File: src/rtl/sha2_msg_sched.sv
// SHA-2 message schedule generator: expands one 16-word block into ROUNDS
// schedule words Wt, streamed out under a valid/ready handshake.
module sha2_msg_sched #(
  parameter int unsigned WORDSIZE = 32,
  parameter int unsigned ROUNDS   = 64
) (
  input  logic                     clk,
  input  logic                     rst,
  input  logic [16*WORDSIZE-1:0]   m_data,
  input  logic                     m_valid,
  output logic                     m_ready,
  output logic [WORDSIZE-1:0]      w_data,
  output logic                     w_valid,
  input  logic                     w_ready,
  output logic [6:0]               w_round,
  output logic                     w_last,
  output logic                     busy
);

  localparam int unsigned W = WORDSIZE;

  // Rotation / shift amounts of the small sigma functions for each variant
  localparam int unsigned S0_R1 = (W == 64) ? 1  : 7;
  localparam int unsigned S0_R2 = (W == 64) ? 8  : 18;
  localparam int unsigned S0_SH = (W == 64) ? 7  : 3;
  localparam int unsigned S1_R1 = (W == 64) ? 19 : 17;
  localparam int unsigned S1_R2 = (W == 64) ? 61 : 19;
  localparam int unsigned S1_SH = (W == 64) ? 6  : 10;

  localparam logic [6:0] LAST_ROUND = 7'(ROUNDS - 1);

  typedef enum logic {
    IDLE = 1'b0,
    RUN  = 1'b1
  } state_t;

  state_t         state;
  logic [W-1:0]   win [16];
  logic [6:0]     round_q;
  logic [W-1:0]   w_next;
  logic           at_last;
  logic           load;

  function automatic logic [W-1:0] rotr(input logic [W-1:0] x, input int unsigned n);
    return (x >> n) | (x << (W - n));
  endfunction

  function automatic logic [W-1:0] sig0(input logic [W-1:0] x);
    return rotr(x, S0_R1) ^ rotr(x, S0_R2) ^ (x >> S0_SH);
  endfunction

  function automatic logic [W-1:0] sig1(input logic [W-1:0] x);
    return rotr(x, S1_R1) ^ rotr(x, S1_R2) ^ (x >> S1_SH);
  endfunction

  // Window holds W[t..t+15] with win[0] = Wt, so W[t+16] uses slots 14, 9, 1, 0
  assign w_next = sig1(win[14]) + win[9] + sig0(win[1]) + win[0];

  assign at_last = (state == RUN) && (round_q == LAST_ROUND);

  // A new block is taken when idle, or alongside acceptance of the last word
  assign m_ready = !rst && ((state == IDLE) || (at_last && w_ready));
  assign load    = m_valid && m_ready;

  assign w_data  = win[0];
  assign w_valid = (state == RUN);
  assign w_round = round_q;
  assign w_last  = at_last;
  assign busy    = (state == RUN);

  // Control FSM, round counter and 16-word shift window
  always_ff @(posedge clk) begin
    if (rst) begin
      state   <= IDLE;
      round_q <= 7'd0;
      for (int i = 0; i < 16; i++) win[i] <= '0;
    end else if (load) begin
      state   <= RUN;
      round_q <= 7'd0;
      for (int i = 0; i < 16; i++) win[i] <= m_data[(15-i)*W +: W];
    end else if ((state == RUN) && w_ready) begin
      if (at_last) begin
        state   <= IDLE;
        round_q <= 7'd0;
      end else begin
        round_q <= round_q + 7'd1;
        for (int i = 0; i < 15; i++) win[i] <= win[i+1];
        win[15] <= w_next;
      end
    end
  end

endmodule

File: config.mk
export PLATFORM = sky130hd
export DESIGN_NAME = sha2_msg_sched
export DESIGN_NICKNAME = d
export VERILOG_FILES = /design/src/rtl/sha2_msg_sched.sv
export SDC_FILE = /design/constraint.sdc
export NUM_CORES = 1
export LEC_CHECK = 0
export ABC_AREA = 1
export BUFFER_PORTS_ARGS = -buffer_cell sky130_fd_sc_hd__buf_2
export CORE_MARGIN = 3
export CORE_UTILIZATION = 53
export CTS_CLUSTER_DIAMETER = 50
export CTS_CLUSTER_SIZE = 28
export DETAILED_ROUTE_END_ITERATION = 16
export PLACE_DENSITY = 0.74
export SETUP_SLACK_MARGIN = 0.5
export SYNTH_ARGS = -nofsm -noshare
export SYNTH_HDL_FRONTEND = slang
export SYNTH_SLANG_ARGS = --single-unit
File: constraint.sdc
create_clock -name clk -period 10.9 [get_ports clk]
set_clock_uncertainty 0.05 [all_clocks]
set_input_delay 1.09 -clock clk [delete_from_list [all_inputs] [get_ports clk]]
set_output_delay 1.09 -clock clk [all_outputs]
set_load 0.02 [all_outputs]
==> results of run 1 <==
## kinds of logic after synthesis
| logic type | count (synthesis) | share of synthesized area |
|---|---|---|
| flops | 520 | 0.562 |
| xor+xnor | 129 | 0.0409 |
| compound gates | 528 | 0.115 |
| buf+inv | 750 | 0.116 |
| simple gates | 738 | 0.107 |
| fa+ha+maj | 94 | 0.0594 |
## through the flow
stage	total power, mW	util	area [um2]
after floorplan	4.28	-	27600
final	7.10	0.626	32200
after CTS	7.07	0.625	32200
after detailed placement	5.27	0.592	30500
after global routing	7.47	0.625	32200
after global placement	5.27	0.592	30500
## cell usage in the layout (no fill, tap or decap), types with 2 or more instances in the layout
cell and count:
inv_1 599, nand2_1 589, buf_2 558, edfxtp_1 512, o21ai_1 236, a22o_1 141, o21ai_0 122, nand3_1 74
xor2_1 66, xnor2_1 63, fa_1 62, nor2_1 49, clkbuf_16 49, ha_1 32, a21oi_1 23, buf_4 17
diode_2 11, inv_6 11, dfxtp_1 8, clkinv_8 8, nand4_1 6, inv_8 6, clkinv_2 6, or2_2 4
clkinvlp_4 4, nor3_1 3, o21bai_1 3, nand3b_1 3, nand2_4 3, inv_12 3, inv_2 2, a21o_1 2
and2_1 2, clkbuf_1 2, clkinv_4 2
## registers in the layout, indices dropped and copies added (netlist names)
name / flops
win: 512
w_round: 7
busy: 1
## synth_stat cells (4+ instances only)
master    count
buf_6        25
inv_1       599
nand3_1      74
buf_2        58
a22o_1      141
fa_1         62
xnor2_1      63
clkbuf_1     29
o21ai_1     236
buf_4        36
nor2_1       49
edfxtp_1    512
a21oi_1      24
xor2_1       66
or2_2         4
nand4_1       6
nand2_1     592
dfxtp_1       8
o21ai_0     122
ha_1         32
## final cells by class
cell class                 instances  area, um2
antenna                           11       27.5
clock inverter                    41        462
tap                              680        851
sequential                       520      15500
multi-input combinational       1489       8930
timing repair buffer             575       2920
fill                            4277      19300
clock buffer                      51       1230
inverter                         602       2260
## routing by layer
layer  vias up  track usage  routed length (um)
met5         -            0                  63
met4        12        0.145                4530
met3       195       0.0655                9000
met2      1196        0.554               44800
met1     10200        0.440               36200
li1       9911            -                   -
## report_power, final
part	switching (mW)	internal, mW	leakage (nW)	total (mW)
clock network	0.895	0.911	0.821	1.81
logic	1.87	0.871	8.90	2.74
registers	0.126	2.43	5.50	2.55
total	2.89	4.21	15.2	7.10
## worst paths after layout
path,startpoint,end,slack [ns],depth (start not counted)
worst max-delay path,win[0][36],win[0][509],6.32,20
worst min-delay path,win[0][110],win[0][78],0.48,2
worst max register to register,win[0][36],win[0][509],6.32,20
worst min register to register,win[0][110],win[0][78],0.48,2
## critical path, stage by stage, from the launching register on
cell	delay, ns
edfxtp_1	0.55
xnor2_1	0.27
xor2_1	0.17
inv_1	0.15
fa_1	0.55
inv_1	0.06
fa_1	0.42
inv_1	0.07
ha_1	0.25
inv_1	0.09
fa_1	0.46
inv_1	0.10
nand3_1	0.07
nand3_1	0.14
nand2_1	0.09
nand3_1	0.25
nand3_1	0.15
nand2_1	0.09
nand2_1	0.05
nand3_1	0.16
nand2_1	0.12
==> results.sh, run 1 <==
export IMPL_yosysTopAreaCell="edfxtp_1"
export IMPL_powerDensity_nw_per_um2=220
export IMPL_cts_setup_buffers=0
export IMPL_synth_area_leaders="edfxtp_1, inv_1, nand2_1"
export IMPL_dp_worst_setup_slack_ns=6.26
export IMPL_initial_core_util=0.537
export IMPL_routedWlPerCell_um=23.8
export IMPL_whs_ns=0.478
export IMPL_grt_antenna_before_repair=17
export IMPL_io_buffer_count=558
export IMPL_synth_avg_cell_area_um2=10.0
export IMPL_maxCapViolations=0
export IMPL_area_growth_pct=16.5
export IMPL_clk_insertion_delay_late_ns=0.61
export IMPL_dieHeight_um=234
export IMPL_place_gp_congestion=0.998
export IMPL_arrival_ns=4.87
export IMPL_fin_cells=3969
export IMPL_dp_cells=3866
export IMPL_drt_iter0_markers=2380
export IMPL_max_freq_ghz=0.218
export IMPL_drt_pass1_iterations=6
export IMPL_p_leak_nw=15.2
export IMPL_wl_mm=94.6
export IMPL_netlist_cell_type_count=31
export IMPL_cts_max_path_buffers=3
export IMPL_ys_seq_area_frac=0.562
export IMPL_ctsRootBufferMaster="clkbuf_16"
export IMPL_overflow=0
export IMPL_ant_nets=0
export IMPL_grtUsageTotal=0.337
export IMPL_hpwlAfterDp_mm=73.1
export IMPL_core_area_um2=51500
export IMPL_rsz0062_at_grt="false"
export IMPL_ys_ff_latch=520
export IMPL_ys_async_sr_fraction=0
export IMPL_die_area_um2=54900
export IMPL_cts_made_buffers=49
export IMPL_cts_max_level=2
export IMPL_drc=0
export IMPL_cp_max_fo=4
export IMPL_grt_pass1_vias=20700
export IMPL_grt_max_degree=119
export IMPL_cts_clk_slew_worst_paths_ns=0.07
export IMPL_drive_above_1_share=0.208
export IMPL_cts_sinks=520
export IMPL_outcome="complete, no violations"
export IMPL_dieWidth_um=234
export IMPL_finalCritPeriodShare=0.420
export IMPL_viasPerCell=5.42
export IMPL_min_period_ns=4.58
export IMPL_hold_violations=0
export IMPL_syn_cell_area_um2=27600
export IMPL_yosys_area_top_type_share=0.556
export IMPL_synth_edf_count=512
export IMPL_drv_slew=0
export IMPL_row_count=83
export IMPL_worstSetupStartpointType="register"
export IMPL_timing_setup_tns_ns=0
export IMPL_worst_pin_slew_ns=1.21
export IMPL_yosys_warnings=0
export IMPL_ctsResizeCount=0
export IMPL_cts_tree="done"
export IMPL_crit_path_end_kind="register"
export IMPL_grt_first_pass_wirelength_mm=133
export IMPL_vias=21500
export IMPL_synthCells=2759
export IMPL_crit_required_ns=11.19
export IMPL_criticalPathCategory="reg2reg"
export IMPL_syn_num_nets=3369
export IMPL_finalSetupViolations=0
export IMPL_hold_class="reg2reg"
export IMPL_num_nets_final=3847
export IMPL_boundaryPins=559
export IMPL_ir_drop_mv=0.124
export IMPL_max_slew_margin=0.190
export IMPL_ys_flop_type="edfxtp_1"
export IMPL_ctsHoldBuffers=0
export IMPL_setup_ws_ns=6.32
(Power assumes the default switching activity.)
==> run 2: changes to the inputs <==
==> constraint.sdc (replaced) <==
create_clock -name clk -period 4.6 [get_ports clk]
set_clock_uncertainty 0.05 [all_clocks]
set_input_delay 0.46 -clock clk [delete_from_list [all_inputs] [get_ports clk]]
set_output_delay 0.46 -clock clk [all_outputs]
set_load 0.02 [all_outputs]
==> results.sh, run 2 (same netlist as run 1, synthesis figures left out) <==
export IMPL_final_common_cell="inv_1"
export IMPL_path_buf_inv=6
export IMPL_dieWidth_um=234
export IMPL_criticalPathCategory="reg2reg"
export IMPL_drc=0
export IMPL_cts_made_buffers=55
export IMPL_io_buffer_count=558
export IMPL_intPower_mw=10.8
export IMPL_ir_drop_mv=0.343
export IMPL_max_slew_margin=0.323
export IMPL_crit_path_end_kind="register"
export IMPL_powerDensity_nw_per_um2=551
export IMPL_cp_top_family="adder cells"
export IMPL_whs_ns=0.0501
export IMPL_finalSetupViolations=0
export IMPL_fin_util=0.648
export IMPL_rsz0062_at_grt="true"
export IMPL_p_clk_frac=0.258
export IMPL_p_comb_frac=0.415
export IMPL_mostFrequentLayoutCells="inv_1, nand2_1, buf_2"
export IMPL_path_cells="buf_4 > inv_1 > xor2_1 > fa_1 > inv_1 > fa_1 > inv_1 > ha_2 > nand2_2 > inv_1 > nand2_1 > inv_1 > nand2_1 > nand3_4 > or2_2 > nand3_2 > nand2_1"
export IMPL_overflow=0
export IMPL_largest_register="win"
export IMPL_cp_max_fo=5
export IMPL_largest_reg_flops=512
export IMPL_worst_pin_slew_ns=1.01
export IMPL_p_leak_nw=15.7
export IMPL_drt_pass1_iterations=6
export IMPL_cts_max_path_buffers=3
export IMPL_outcome="complete, no violations"
export IMPL_boundaryPins=559
export IMPL_area_growth_pct=20.7
export IMPL_cts_sinks=520
export IMPL_max_freq_ghz=0.248
export IMPL_num_nets_final=3892
export IMPL_slowest_delay_ns=0.49
export IMPL_arrival_ns=4.35
export IMPL_hold_path_depth=2
export IMPL_finalCritPeriodShare=0.877
export IMPL_row_count=83
export IMPL_swShare=0.413
export IMPL_min_period_ns=4.03
export IMPL_hold_class="in2reg"
export IMPL_hold_violations=0
export IMPL_viasPerCell=5.41
export IMPL_cts_tree="done"
export IMPL_cts_clk_slew_worst_paths_ns=0.07
export IMPL_ant_nets=0
export IMPL_vias=21800
export IMPL_maxCapViolations=0
export IMPL_grt_antenna_before_repair=17
export IMPL_die_area_um2=54900
export IMPL_clk_insertion_delay_late_ns=0.64
export IMPL_p_sw_mw=7.59
export IMPL_grt_pass1_vias=21000
export IMPL_grtUsageTotal=0.344
export IMPL_drt_iter0_markers=2663
export IMPL_crit_required_ns=4.92
export IMPL_grt_first_pass_wirelength_mm=135
export IMPL_wl_mm=96.3
export IMPL_power_frac_seq=0.327
export IMPL_critical_path_most_common_cell="inv_1"
export IMPL_place_gp_congestion=1.03
export IMPL_ctsRootBufferMaster="clkbuf_16"
export IMPL_drv_slew=0
export IMPL_grt_max_degree=219
export IMPL_routedWlPerCell_um=23.9
export IMPL_initial_core_util=0.537
export IMPL_cts_max_level=2
export IMPL_core_area_um2=51500
export IMPL_crit_cells=17
export IMPL_dieHeight_um=234
export IMPL_rrSetupSlack_ns=0.57
export IMPL_drive_above_1_share=0.246
export IMPL_critPathSlowestCell="fa_1"
export IMPL_worstSetupStartpointType="register"
export IMPL_hpwlAfterDp_mm=74.3
export IMPL_rr_worst_depth=17
[run 2: worst paths after layout]
path / from / end
setup / recovery: win[0][470] / win[0][493]
hold / removal: m_data[72] / win[0][424]
setup reg to reg: win[0][470] / win[0][493]
hold reg to reg: win[0][153] / win[0][121]
[run 2: cell type report]
class	instances	area, um2
Clock inverter	46	582
Antenna cell	12	30.0
Sequential cell	520	15500
Clock buffer	58	1390
Timing Repair Buffer	614	3330
Tap cell	680	851
Fill cell	4175	18100
Inverter	602	2260
Multi-Input combinational cell	1489	9400
[run 2: what timing repair did]
item	in CTS	in global routing
resized for setup	30	81
pin swaps	8	19
setup endpoints to repair	25	24
setup buffers	9	19
hold buffers	1	0
hold endpoints to repair	1	0
[run 2: routing by layer]
layer,global-route usage,vias to the layer above,part of all wire
met5,0,-,0.00070
met4,0.151,12,0.054
met3,0.0700,241,0.099
met2,0.563,1212,0.47
met1,0.446,10300,0.38
li1,-,10000,-
[run 2: power groups by stage]
stage	Clock [mW]	Sequential, mW	Combinational [mW]
after floorplan	0	6.01	4.08
after global placement	0	6.11	6.54
after detailed placement	0	6.12	6.50
after CTS	4.78	6.01	6.85
after global routing	4.96	6.05	8.22
final	4.74	6.02	7.63
[run 2: per-stage QoR]
stage | TNS (ns) | std cells | power (mW) | cell area [um2] | setup slack, ns
floorplan | 0 | 2759 | 10.1 | 27700 | 0.744
global placement | -0.297 | 3876 | 12.6 | 30700 | -0.112
detailed placement | -0.306 | 3876 | 12.6 | 30700 | -0.117
CTS | 0 | 3990 | 17.6 | 32900 | 0.482
global route | 0 | 4015 | 19.2 | 33400 | 0.457
finish | 0 | 4021 | 18.4 | 33400 | 0.567
